===== config.mk =====
export PLATFORM = sky130hd
export DESIGN_NAME = kamus_fetch_flat
export DESIGN_NICKNAME = d
export VERILOG_FILES = /design/src/rtl/kamus_fetch_pkg.sv /design/src/rtl/kamus_fetch_if.sv /design/src/rtl/kamus_fetch_fifo.sv /design/src/rtl/kamus_fetch.sv /design/src/flat_wrapper.sv
export SDC_FILE = /design/constraint.sdc
export NUM_CORES = 1
export LEC_CHECK = 0
export ABC_AREA = 1
export ABC_CLOCK_PERIOD_IN_PS = 3700
export BUFFER_PORTS_ARGS = -buffer_cell sky130_fd_sc_hd__buf_2
export CAP_MARGIN = 20
export CORE_ASPECT_RATIO = 1.25
export CORE_MARGIN = 4
export CORE_UTILIZATION = 26
export DETAILED_ROUTE_END_ITERATION = 8
export PLACE_DENSITY = 0.42
export SYNTH_ARGS = -nofsm -noshare
export SYNTH_HDL_FRONTEND = slang
export SYNTH_SLANG_ARGS = --single-unit

===== constraint.sdc =====
create_clock -name clk_i -period 3.7 [get_ports clk_i]
set_input_delay 0.555 -clock clk_i [delete_from_list [all_inputs] [get_ports clk_i]]
set_output_delay 0.555 -clock clk_i [all_outputs]
set_load 0.1 [all_outputs]

===== src/rtl/kamus_fetch_pkg.sv =====
// rtl/kamus_fetch_pkg.sv - shared types and constants for the kamus-v fetch stage
package kamus_fetch_pkg;

  localparam int KAMUS_XLEN  = 32;
  localparam int INSTR_BYTES = 4;

  typedef enum logic [1:0] {
    PC_ST,
    J_ST,
    B_ST
  } instr_addr_state_t;

  typedef enum logic [1:0] {
    IDLE_ST,
    REQ_ST,
    WAIT_ST,
    DROP_ST
  } fetch_state_t;

  typedef struct packed {
    logic [KAMUS_XLEN-1:0] pc;
    logic [31:0]           instr;
  } fetch_entry_t;

endpackage


===== src/rtl/kamus_fetch_if.sv =====
// rtl/kamus_fetch_if.sv - L1I request/response and decode handoff signals of the fetch stage
interface kamus_fetch_if #(
  parameter int XLEN = 32
);

  logic            imem_req;
  logic [XLEN-1:0] imem_addr;
  logic            imem_gnt;
  logic            imem_rvalid;
  logic [31:0]     imem_rdata;

  logic            instr_valid;
  logic            instr_ready;
  logic [31:0]     instr;
  logic [XLEN-1:0] instr_pc;

  modport master (
    output imem_req, imem_addr, instr_valid, instr, instr_pc,
    input  imem_gnt, imem_rvalid, imem_rdata, instr_ready
  );

  modport slave (
    input  imem_req, imem_addr, instr_valid, instr, instr_pc,
    output imem_gnt, imem_rvalid, imem_rdata, instr_ready
  );

endinterface


===== src/rtl/kamus_fetch_fifo.sv =====
// rtl/kamus_fetch_fifo.sv - synchronous FIFO of fetched {pc, instr} entries with flush
module kamus_fetch_fifo
  import kamus_fetch_pkg::*;
#(
  parameter  int DEPTH = 2,
  localparam int AW    = $clog2(DEPTH),
  localparam int CW    = $clog2(DEPTH + 1)
) (
  input  logic         clk,
  input  logic         rst,
  input  logic         flush,
  input  logic         push,
  input  fetch_entry_t push_data,
  input  logic         pop,
  output fetch_entry_t head,
  output logic         full,
  output logic         empty,
  output logic [CW-1:0] count
);

  fetch_entry_t      mem [DEPTH];
  logic [AW-1:0]     wr_ptr;
  logic [AW-1:0]     rd_ptr;
  logic              do_push;
  logic              do_pop;

  assign empty   = (count == '0);
  assign full    = (count == CW'(DEPTH));
  assign do_pop  = pop && !empty;
  // When full, a push is only taken if the head leaves in the same cycle.
  assign do_push = push && (!full || do_pop);
  assign head    = mem[rd_ptr];

  always_ff @(posedge clk) begin
    if (rst || flush) begin
      wr_ptr <= '0;
      rd_ptr <= '0;
      count  <= '0;
    end else begin
      if (do_push) wr_ptr <= wr_ptr + 1'b1;
      if (do_pop)  rd_ptr <= rd_ptr + 1'b1;
      case ({do_push, do_pop})
        2'b10:   count <= count + 1'b1;
        2'b01:   count <= count - 1'b1;
        default: count <= count;
      endcase
    end
  end

  always_ff @(posedge clk) begin
    if (rst) begin
      for (int i = 0; i < DEPTH; i++) mem[i] <= '0;
    end else if (do_push && !flush) begin
      mem[wr_ptr] <= push_data;
    end
  end

endmodule


===== src/rtl/kamus_fetch.sv =====
// rtl/kamus_fetch.sv - kamus-v fetch stage; KAMUS_FETCH_MISALIGN_EXC_EN enables the misaligned-target exception
module kamus_fetch
  import kamus_fetch_pkg::*;
#(
  parameter int              XLEN       = KAMUS_XLEN,
  parameter logic [XLEN-1:0] RESET_ADDR = '0,
  parameter int              FIFO_DEPTH = 2
) (
  input  logic              clk_i,
  input  logic              rst_i,
  kamus_fetch_if.master     bus,
  input  logic              redirect_valid_i,
  input  instr_addr_state_t instr_addr_state_i,
  input  logic              branch_taken_i,
  input  logic [XLEN-1:0]   target_addr_i,
  output logic              misalign_exc_o
);

  localparam int CW = $clog2(FIFO_DEPTH + 1);

  fetch_state_t    state;
  fetch_state_t    state_next;
  logic [XLEN-1:0] pc;
  logic [XLEN-1:0] req_pc;
  logic            redirect_taken;
  logic            hold;
  logic            granted;
  logic            push;
  logic            pop;
  logic            full;
  logic            empty;
  logic [CW-1:0]   unused_count;
  fetch_entry_t    push_data;
  fetch_entry_t    head;

  assign redirect_taken = redirect_valid_i &&
                          ((instr_addr_state_i == J_ST) ||
                           ((instr_addr_state_i == B_ST) && branch_taken_i));

  assign granted = bus.imem_req && bus.imem_gnt;
  assign push    = (state == WAIT_ST) && bus.imem_rvalid && !redirect_taken;
  assign pop     = bus.instr_valid && bus.instr_ready;

  always_ff @(posedge clk_i) begin
    if (rst_i) state <= IDLE_ST;
    else       state <= state_next;
  end

  always_comb begin
    state_next = state;
    case (state)
      IDLE_ST: state_next = REQ_ST;
      REQ_ST: begin
        if (granted) state_next = redirect_taken ? DROP_ST : WAIT_ST;
      end
      WAIT_ST: begin
        // A response arriving with the redirect is already consumed, so there is nothing left to drop.
        if (bus.imem_rvalid)     state_next = REQ_ST;
        else if (redirect_taken) state_next = DROP_ST;
      end
      DROP_ST: begin
        if (bus.imem_rvalid) state_next = REQ_ST;
      end
      default: state_next = IDLE_ST;
    endcase
  end

  always_comb begin
    bus.imem_req = 1'b0;
    if (state == REQ_ST) bus.imem_req = !full && !hold;
  end

  assign bus.imem_addr = pc;

  always_ff @(posedge clk_i) begin
    if (rst_i) begin
      pc     <= RESET_ADDR;
      req_pc <= '0;
    end else begin
      if (redirect_taken)  pc <= {target_addr_i[XLEN-1:2], 2'b00};
      else if (granted)    pc <= pc + XLEN'(INSTR_BYTES);
      if (granted)         req_pc <= pc;
    end
  end

`ifdef KAMUS_FETCH_MISALIGN_EXC_EN
  logic misaligned;
  assign misaligned = redirect_taken && (target_addr_i[1:0] != 2'b00);

  // Fetch stays parked after a misaligned target until a later redirect replaces it.
  always_ff @(posedge clk_i) begin
    if (rst_i) begin
      hold           <= 1'b0;
      misalign_exc_o <= 1'b0;
    end else begin
      misalign_exc_o <= misaligned;
      if (redirect_taken) hold <= misaligned;
    end
  end
`else
  logic unused_low_bits;
  assign unused_low_bits = ^target_addr_i[1:0];
  assign hold            = 1'b0;
  assign misalign_exc_o  = 1'b0;
`endif

  assign push_data.pc    = req_pc;
  assign push_data.instr = bus.imem_rdata;

  kamus_fetch_fifo #(
    .DEPTH (FIFO_DEPTH)
  ) u_fifo (
    .clk       (clk_i),
    .rst       (rst_i),
    .flush     (redirect_taken),
    .push      (push),
    .push_data (push_data),
    .pop       (pop),
    .head      (head),
    .full      (full),
    .empty     (empty),
    .count     (unused_count)
  );

  assign bus.instr_valid = !empty;
  assign bus.instr       = head.instr;
  assign bus.instr_pc    = head.pc;

endmodule

===== src/flat_wrapper.sv =====
// flat-port wrapper written by rule: the top's interface ports become plain ports
module kamus_fetch_flat import kamus_fetch_pkg::*;
#(
  parameter int              XLEN       = KAMUS_XLEN,
  parameter logic [XLEN-1:0] RESET_ADDR = '0,
  parameter int              FIFO_DEPTH = 2
)
  (clk_i, rst_i, redirect_valid_i, instr_addr_state_i, branch_taken_i, target_addr_i, misalign_exc_o, bus_imem_req, bus_imem_addr, bus_instr_valid, bus_instr, bus_instr_pc, bus_imem_gnt, bus_imem_rvalid, bus_imem_rdata, bus_instr_ready);
  kamus_fetch_if #(.XLEN(XLEN)) bus_i ();
  input  logic clk_i;
  input  logic rst_i;
  input  logic redirect_valid_i;
  input  instr_addr_state_t instr_addr_state_i;
  input  logic branch_taken_i;
  input  logic [XLEN-1:0] target_addr_i;
  output logic misalign_exc_o;
  output wire logic [$bits(bus_i.imem_req)-1:0] bus_imem_req;
  output wire logic [$bits(bus_i.imem_addr)-1:0] bus_imem_addr;
  output wire logic [$bits(bus_i.instr_valid)-1:0] bus_instr_valid;
  output wire logic [$bits(bus_i.instr)-1:0] bus_instr;
  output wire logic [$bits(bus_i.instr_pc)-1:0] bus_instr_pc;
  input wire logic [$bits(bus_i.imem_gnt)-1:0] bus_imem_gnt;
  input wire logic [$bits(bus_i.imem_rvalid)-1:0] bus_imem_rvalid;
  input wire logic [$bits(bus_i.imem_rdata)-1:0] bus_imem_rdata;
  input wire logic [$bits(bus_i.instr_ready)-1:0] bus_instr_ready;
  assign bus_imem_req = bus_i.imem_req;
  assign bus_imem_addr = bus_i.imem_addr;
  assign bus_instr_valid = bus_i.instr_valid;
  assign bus_instr = bus_i.instr;
  assign bus_instr_pc = bus_i.instr_pc;
  assign bus_i.imem_gnt = bus_imem_gnt;
  assign bus_i.imem_rvalid = bus_imem_rvalid;
  assign bus_i.imem_rdata = bus_imem_rdata;
  assign bus_i.instr_ready = bus_instr_ready;
  kamus_fetch #(.XLEN(XLEN), .RESET_ADDR(RESET_ADDR), .FIFO_DEPTH(FIFO_DEPTH)) u_core (.clk_i(clk_i), .rst_i(rst_i), .bus(bus_i), .redirect_valid_i(redirect_valid_i), .instr_addr_state_i(instr_addr_state_i), .branch_taken_i(branch_taken_i), .target_addr_i(target_addr_i), .misalign_exc_o(misalign_exc_o));
endmodule

# Yosys cells after proc, flatten, opt, wreduce, memory -nomap -nowiden
# Memories as Yosys holds them, arrays and structs flattened. A register that Yosys moved wholly into a read port is not among the register bits.
# Index checks and enable logic that the tools add are counted.
dict set report totals {
  input_bits 73
  ff_bits 70
  n_memories 1
  out_inout_bits 99
  elab_cells 66
  latch_bits 0
  ram_bits 128
  romBits 0
}
dict set report op_classes {
  magnitude_cmp 0
  n_addsub 5
  mul 0
  mux 20
  eq_ne 11
  n_shift 0
  n_div 0
  n_reduce_logical 22
  bitwise_logic 0
}
# name depth word_bits read_ports rd_clocked_by_memory_dff write_ports line
set memory_table {}
lappend memory_table {u_core.u_fifo.mem 2 64 1 1 2 kamus_fetch_fifo.sv:21} ;# fetch_entry_t mem [DEPTH];
# operator count
set op_table {}
lappend op_table {{two-way mux 32 bit} 2}
lappend op_table {{two-way mux 64 bit} 1}
lappend op_table {{OR reduction 64 bit} 1}
lappend op_table {{adder 32 x 3 -> 32 bit (second input constant)} 1}
lappend op_table {{two-way mux 1 bit} 11}
lappend op_table {{equality test 2 bit (second input constant)} 5}
lappend op_table {{logical AND 1 bit} 9}
lappend op_table {{two-way mux 2 bit} 4}
lappend op_table {{case mux 2 bit (4 select lines)} 1}
lappend op_table {{equality test 2 x 1 -> 1 bit (second input constant)} 3}
lappend op_table {{zero test 2 bit} 2}
lappend op_table {{case mux 2 bit (2 select lines)} 1}
lappend op_table {{nonzero test 2 bit} 2}
lappend op_table {{zero test 1 bit} 3}
lappend op_table {{logical OR 1 bit} 3}
lappend op_table {{!= test 3 x 2 -> 1 bit (second input constant)} 1}
lappend op_table {{AND reduction 3 bit} 1}
lappend op_table {{adder 1 bit (second input constant)} 2}
lappend op_table {{adder 2 x 1 -> 2 bit (second input constant)} 1}
lappend op_table {{!= test 2 x 1 -> 1 bit (second input constant)} 1}
lappend op_table {{!= test 2 bit (second input constant)} 1}
lappend op_table {{OR reduction 2 bit} 1}
lappend op_table {{subtractor 2 x 1 -> 2 bit (second input constant)} 1}

# Longest topological paths before layout
# Gate-level depths: netlist of the first run.
dict set report depth {
  ltp_word 13
  depth_mapped 12
  mapped_depth_nobuf 12
}

# Hierarchy
# Synthesis of the first run repeated with hierarchy kept, for this count alone.
dict set report hier_totals {
  cells_unflattened 936
  hier_area_um2 9550.4
}
# module cells_per_inst seq_area_each_um2 instances area_each_um2
set by_module_without_submodules {}
lappend by_module_without_submodules {kamus_fetch_fifo 450 3943.8 1 6144.6}
lappend by_module_without_submodules {kamus_fetch 486 1241.2 1 3405.8}

# Worst setup path after synthesis of the first run
# OpenSTA, ideal clock, no wires.
dict set report synth_timing {
  kind {input to register}
  start {input branch_taken_i}
  end {memory u_core.u_fifo.mem[1][0] (netlist bit) (enable)}
  path_slack_ns 0.562
  setup_time_ns 0.421
  arrival_ns 2.716
  required_time_ns 3.279
  cell_stages 7
  path_buffers 1
  path_cell_list {a21o_1 -> nand2_2 -> o211ai_1 -> inv_2 -> nand3_2 -> buf_2 -> nand2_1}
}
# element line
set synth_rtl {}
lappend synth_rtl {{start, declared} flat_wrapper.sv:14} ;# input logic branch_taken_i;
lappend synth_rtl {{end, declared} kamus_fetch_fifo.sv:21}

==> results.json, run 1 <==
{
  "yosysSeqAreaShare_pct": 56.7,
  "slew_headroom_pct": 55.8,
  "outcome": "completed",
  "finalWirelength_mm": 24.6,
  "start_util_pct": 26.5,
  "synth_area_per_cell_sq_um": 9.54,
  "synthArstFlopShare_pct": 0,
  "cts_max_level": 4,
  "cp_max_fo": 36,
  "cellPowerDensity_mw_per_mm2": 586,
  "grt_max_degree": 68,
  "core-area_sq_mm": 0.0338,
  "finalSetupViolations": 0,
  "cp.buffers_inverters": 2,
  "design_area_sq_mm": 0.0107,
  "synth_edf_count": 124,
  "max_freq_mhz": 370,
  "critPathMaxStageDelay_ns": 0.70,
  "slew_viol_final": 0,
  "cts_tree": "built",
  "dr.first_iter.drc_count": 420,
  "clockBufferDepth": 2,
  "end_kind": "output port",
  "rsz0062_at_grt": "no",
  "yosys_warnings": 0,
  "ir_drop_uv": 316,
  "vias": 6624,
  "final_util_pct": 31.8,
  "final_nets": 1167,
  "drtAntennaViolNets": 0,
  "finClkSkew_ns": 0.00893,
  "cap_violations": 0,
  "cts_resized": 0,
  "min_period_ns": 2.70,
  "clk_pin_slew_ns": 0.07,
  "final.setup.worst_slack_ns": 0.998,
  "crit_arrival_ns": 2.15,
  "synth_ff_type": "edfxtp_1",
  "grt_pass1_vias": 6706,
  "fillers": 3570,
  "finalCritPeriodShare_pct": 73.0,
  "grt-ovfl-total": 0,
  "die_x_microns": 174,
  "die_y_microns": 215,
  "grt_use_total_pct": 13.2,
  "cts_made_buffers": 17,
  "fp-row-count": 75,
  "hp-class": "in -> reg",
  "die_area_sq_mm": 0.0374,
  "clkLatencyLatePin_ns": 0.44,
  "antenna_found_initial": 0,
  "critPathLaunchType": "register",
  "synthCells": 937,
  "drive_gt1_share_pct": 28.2,
  "hold_viol": 0,
  "critPathSlowestCell": "dfxtp_4",
  "postPlaceCellArea_sq_mm": 0.0102,
  "worstMarginPinSlew_ns": 0.663,
  "synthTopCellsByArea": "edfxtp_1 (42%), dfxtp_1 (15%), mux2_2 (7.8%)",
  "synth-seq-cells": 191,
  "ctsHoldBuffers": 0,
  "final_cell_mix": "nor2_1 (171), buf_2 (164), nand2_1 (134)",
  "worstPathRequired_ns": 3.14,
  "wl_per_cell_microns": 16.1,
  "crit_type": "reg -> out",
  "dp_hpwl_mm": 16.8,
  "place_congestion": 0.829,
  "post-place-ws_ns": 1.35,
  "cp_cell_sequence": "buf_4, mux2_2, buf_2",
  "drc_errors": 0,
  "layout_commonest_cell": "nor2_1",
  "syn_area_sq_mm": 0.00894,
  "final.setup.tns_ns": 0,
  "numPortBuffers": 164,
  "grt_pass1_wl_mm": 38.3,
  "syn_to_final_growth_pct": 20.2,
  "avgViaCountPerCell": 4.34,
  "dr.pass1.iters": 4,
  "postCtsSetupBuffers": 0,
  "yosysTopAreaCell": "edfxtp_1",
  "synth_top_area_share_pct": 41.7,
  "diodes": 0,
  "io_pins": 172,
  "timing.hold.ws_ns": 0.386,
  "cts_root_buf": "clkbuf_16",
  "numClockSinks": 191,
  "p_leak_nw": 4.38,
  "yosysUniqueCellTypes": 44,
  "path_delay_family": "flip-flops"
}
[registers in the layout, summed over array words and instances, names as in the netlist, named ones only]
register,flops
u_core.u_fifo.count,2
u_core.bus.imem_addr,30
u_core.u_fifo.wr_ptr,1
u_core.u_fifo.mem,124
u_core.u_fifo.rd_ptr,1
u_core.req_pc,30
u_core.state,2
[metrics by stage]
step	power (mW)	std cells
2_1_floorplan	4.25	941
3_3_place_gp	4.65	1494
3_5_place_dp	4.65	1494
4_1_cts	6.41	1526
5_1_grt	6.62	1526
6_report	6.30	1526
[report_power, final]
group,total (mW),leakage [nW],switching (mW),internal [mW]
registers,2.61,1.83,0.128,2.48
logic,1.96,2.29,1.57,0.397
clock network,1.72,0.259,0.809,0.915
[worst min-delay path, delay by kind of cell]
family	cells	cell delay (ns)
AO/OA/AOI/OAI	1	0.07
buffers and inverters	1	0.10
AND/OR/NAND/NOR	1	0.05
[routing by layer]
metal	up-vias	part of all wire, %	track usage, %
met3	26	4.4	2.88
met2	173	49	22.0
met1	3060	45	17.0
met5	-	0	0
met4	0	1.6	4.22
li1	3365	-	-
[worst paths after layout]
| check | depth (start not counted) | end | start | slack (ns) |
|---|---|---|---|---|
| max | 3 | bus_instr[27] | register | 1.0 |
| min | 3 | u_core.bus.imem_addr[19] | target_addr_i[19] | 0.39 |
| max reg2reg | 9 | u_core.u_fifo.mem[1][20] | u_core.state[0] | 1.52 |
| min reg2reg | 2 | u_core.req_pc[10] | u_core.req_pc[10] | 0.48 |
[cells by family after synthesis]
| kind of cell | synth area share [%] |
|---|---|
| other | 0.0420 |
| and+or+nand+nor | 18.9 |
| DFF | 56.7 |
| xor gates and xnor gates | 0.784 |
| buffers and inverters | 7.98 |
| adders and majority gates | 0.560 |
| muxes | 7.81 |
| AOI/OAI and AO/OA | 7.29 |
[layout make-up]
cell class / instances / area, sq um / share of cell area [%]
clock buffers: 19 / 433 / 4.03
clock inverters: 13 / 98.8 / 0.920
inverters: 116 / 435 / 4.05
multi-input cells: 586 / 3190 / 29.7
flip-flops and latches: 191 / 5070 / 47.2
well taps: 423 / 529 / 4.93
repair buffers: 178 / 988 / 9.20
[synth_stat cells (10+ instances only)]
cell and instances:
nand2_1 136, a21oi_1 57, edfxtp_1 124, nor2_1 171
mux2_2 62, dfxtp_1 67, inv_1 109, clkbuf_1 12
nand3_1 34, nand2_2 10, o21ai_0 43, buf_2 23
(Power assumes the default switching activity.)
==> run 2, diff against run 1 <==
Settings changed: ABC_AREA 1 to 0, ABC_CLOCK_PERIOD_IN_PS 3700 to 2300, PLACE_DENSITY 0.42 to 0.43.
Clock period 3.7 ns to 2.3 ns, I/O delays scaled along.
==> results.json, run 2 <==
{
  "yosysMostFrequentCell": "and2_1",
  "wl_per_cell_microns": 16.6,
  "switching_power_mw": 3.06,
  "synth_area_per_cell_sq_um": 11.7,
  "end_kind": "output port",
  "drc_errors": 0,
  "hold_viol": 0,
  "die_area_sq_mm": 0.0356,
  "yosys_warnings": 0,
  "postPlaceCellArea_sq_mm": 0.0108,
  "crit_arrival_ns": 1.78,
  "max_freq_mhz": 470,
  "yosysUniqueCellTypes": 54,
  "grt_use_total_pct": 12.4,
  "min-delay-start": "target_addr_i[28]",
  "cap_violations": 0,
  "synthTopCellsByArea": "edfxtp_1 (44%), dfxtp_1 (16%), and2_1 (9.4%)",
  "grt_pass1_wl_mm": 34.1,
  "ys_top_cells_by_count": "and2_1 (127), edfxtp_1 (124), nand2_1 (76)",
  "dr.pass1.iters": 4,
  "final_nets": 971,
  "synth_ff_type": "edfxtp_1",
  "dr.first_iter.drc_count": 209,
  "ir_drop_uv": 458,
  "largest_register_ffs": 124,
  "cp_max_fo": 15,
  "start_util_pct": 26.5,
  "critPathLaunchType": "register",
  "grt_max_degree": 63,
  "p_total_mw": 8.93,
  "design_area_sq_mm": 0.0114,
  "final_cell_mix": "and2_1 (126), edfxtp_1 (124), buf_2 (112)",
  "finClkSkew_ns": 0.0159,
  "placed_cells": 1287,
  "synth_edf_count": 124,
  "seqPwrFrac_pct": 44.4,
  "yosysSeqAreaShare_pct": 59.6,
  "final-seq-area_sq_mm": 0.00509,
  "min_period_ns": 2.13,
  "numClockSinks": 191,
  "ctsHoldBuffers": 0,
  "yosysTopAreaCell": "edfxtp_1",
  "clk_pin_slew_ns": 0.08,
  "cts_root_buf": "clkbuf_16",
  "max_flop_register": "u_core.u_fifo.mem",
  "numPortBuffers": 164,
  "avgViaCountPerCell": 4.47,
  "synth_top_area_share_pct": 43.8,
  "synthCells": 725,
  "rsz0062_at_grt": "no",
  "finalWirelength_mm": 21.9,
  "layout_commonest_cell": "and2_1",
  "synthArstFlopShare_pct": 0,
  "core-area_sq_mm": 0.0321,
  "finalCritPeriodShare_pct": 92.4,
  "antenna_found_initial": 0,
  "die_y_microns": 210,
  "cts_made_buffers": 17,
  "worstPathRequired_ns": 1.96,
  "internal-power_mw": 5.87,
  "vias": 5896,
  "slew_viol_final": 0,
  "diodes": 0,
  "switching_share_pct": 34.3,
  "grt_pass1_vias": 5849,
  "grt-ovfl-total": 0,
  "crit_type": "reg -> out",
  "die_x_microns": 170,
  "synth-seq-cells": 191,
  "fp-row-count": 73,
  "multi_input_area_sq_mm": 0.00326,
  "clkLatencyLatePin_ns": 0.44,
  "instances_no_fill": 1319,
  "postCtsSetupBuffers": 0,
  "syn_to_final_growth_pct": 34.2,
  "dp_hpwl_mm": 14.9,
  "r2r-start": "u_core.state[1]",
  "drive_gt1_share_pct": 35.9,
  "pwr-share-clk_pct": 32.5,
  "io_pins": 172,
  "finalSetupViolations": 0,
  "cts_tree": "built",
  "final.setup.tns_ns": 0,
  "syn_area_sq_mm": 0.00849,
  "combPwrFrac_pct": 23.1,
  "p_leak_nw": 4.32,
  "cellPowerDensity_mw_per_mm2": 784,
  "drtAntennaViolNets": 0,
  "hp-class": "in -> reg",
  "outcome": "completed",
  "clockBufferDepth": 2,
  "cts_max_level": 4,
  "fillers": 3212,
  "place_congestion": 0.752
}
run 2: cell type report:
cell class	instances	share of cell area, %
clock buffers	17	3.73
inverters	7	0.231
multi-input cells	485	28.6
repair buffers	192	16.9
clock inverters	15	1.30
well taps	412	4.52
flip-flops and latches	191	44.7
run 2: through the flow:
stage | worst slack (ns) | hold WS, ns | utilization [%]
after CTS | 0.112 | 0.149 | 35.5
after detailed placement | 0.166 | 0.456 | 33.7
after floorplan | -0.168 | 0.440 | -
final | 0.174 | 0.175 | 35.5
after global routing | 0.0110 | 0.165 | 35.5
after global placement | 0.177 | 0.449 | 33.7
run 2: power groups by stage:
| stage | Sequential [mW] | Combinational, mW | Clock (mW) |
|---|---|---|---|
| after floorplan | 4.30 | 1.15 | 0 |
| after global placement | 4.04 | 2.08 | 0 |
| after detailed placement | 4.05 | 2.08 | 0 |
| after CTS | 3.97 | 2.09 | 3.02 |
| after global routing | 3.99 | 2.17 | 3.16 |
| final | 3.96 | 2.06 | 2.91 |
run 2: routing by layer:
metal / GRT usage [%] / part of all wire (%) / up-vias
met5: 0 / 0 / -
met4: 4.30 / 2.0 / 0
met3: 2.44 / 4.0 / 25
met2: 20.8 / 49 / 140
met1: 15.9 / 44 / 2825
li1: - / - / 2906
run 2: critical path, stage by stage (launching register included):
cell and delay (ns):
dfxtp_4 0.42, buf_4 0.28, mux2_2 0.36, buf_2 0.29
run 2: logic make-up (layout without fill, tap and decap cells):
logic type	count (synthesis)	in the layout	share of synthesized area [%]
buffers and inverters	53	231	2.93
AOI/OAI and AO/OA	86	86	6.53
muxes	63	63	8.34
adders and majority gates	4	4	0.589
and+or+nand+nor	307	307	19.9
xor gates and xnor gates	20	20	2.06
DFF	191	191	59.6
other	1	5	0.0442
run 2: path summary, 6_finish.rpt:
kind	slack, ns	to	cells after the start
hold reg to reg	0.46	u_core.req_pc[30]	2
setup / recovery	0.17	bus_instr[21]	3
hold / removal	0.18	u_core.bus.imem_addr[28]	3
setup reg to reg	0.20	u_core.bus.imem_addr[24]	7
run 2: timing repair:
action / 4_1_cts / 5_1_grt
gates resized for setup: 0 / 1
hold endpoints to repair: 0 / 0
setup endpoints to repair: 0 / 2
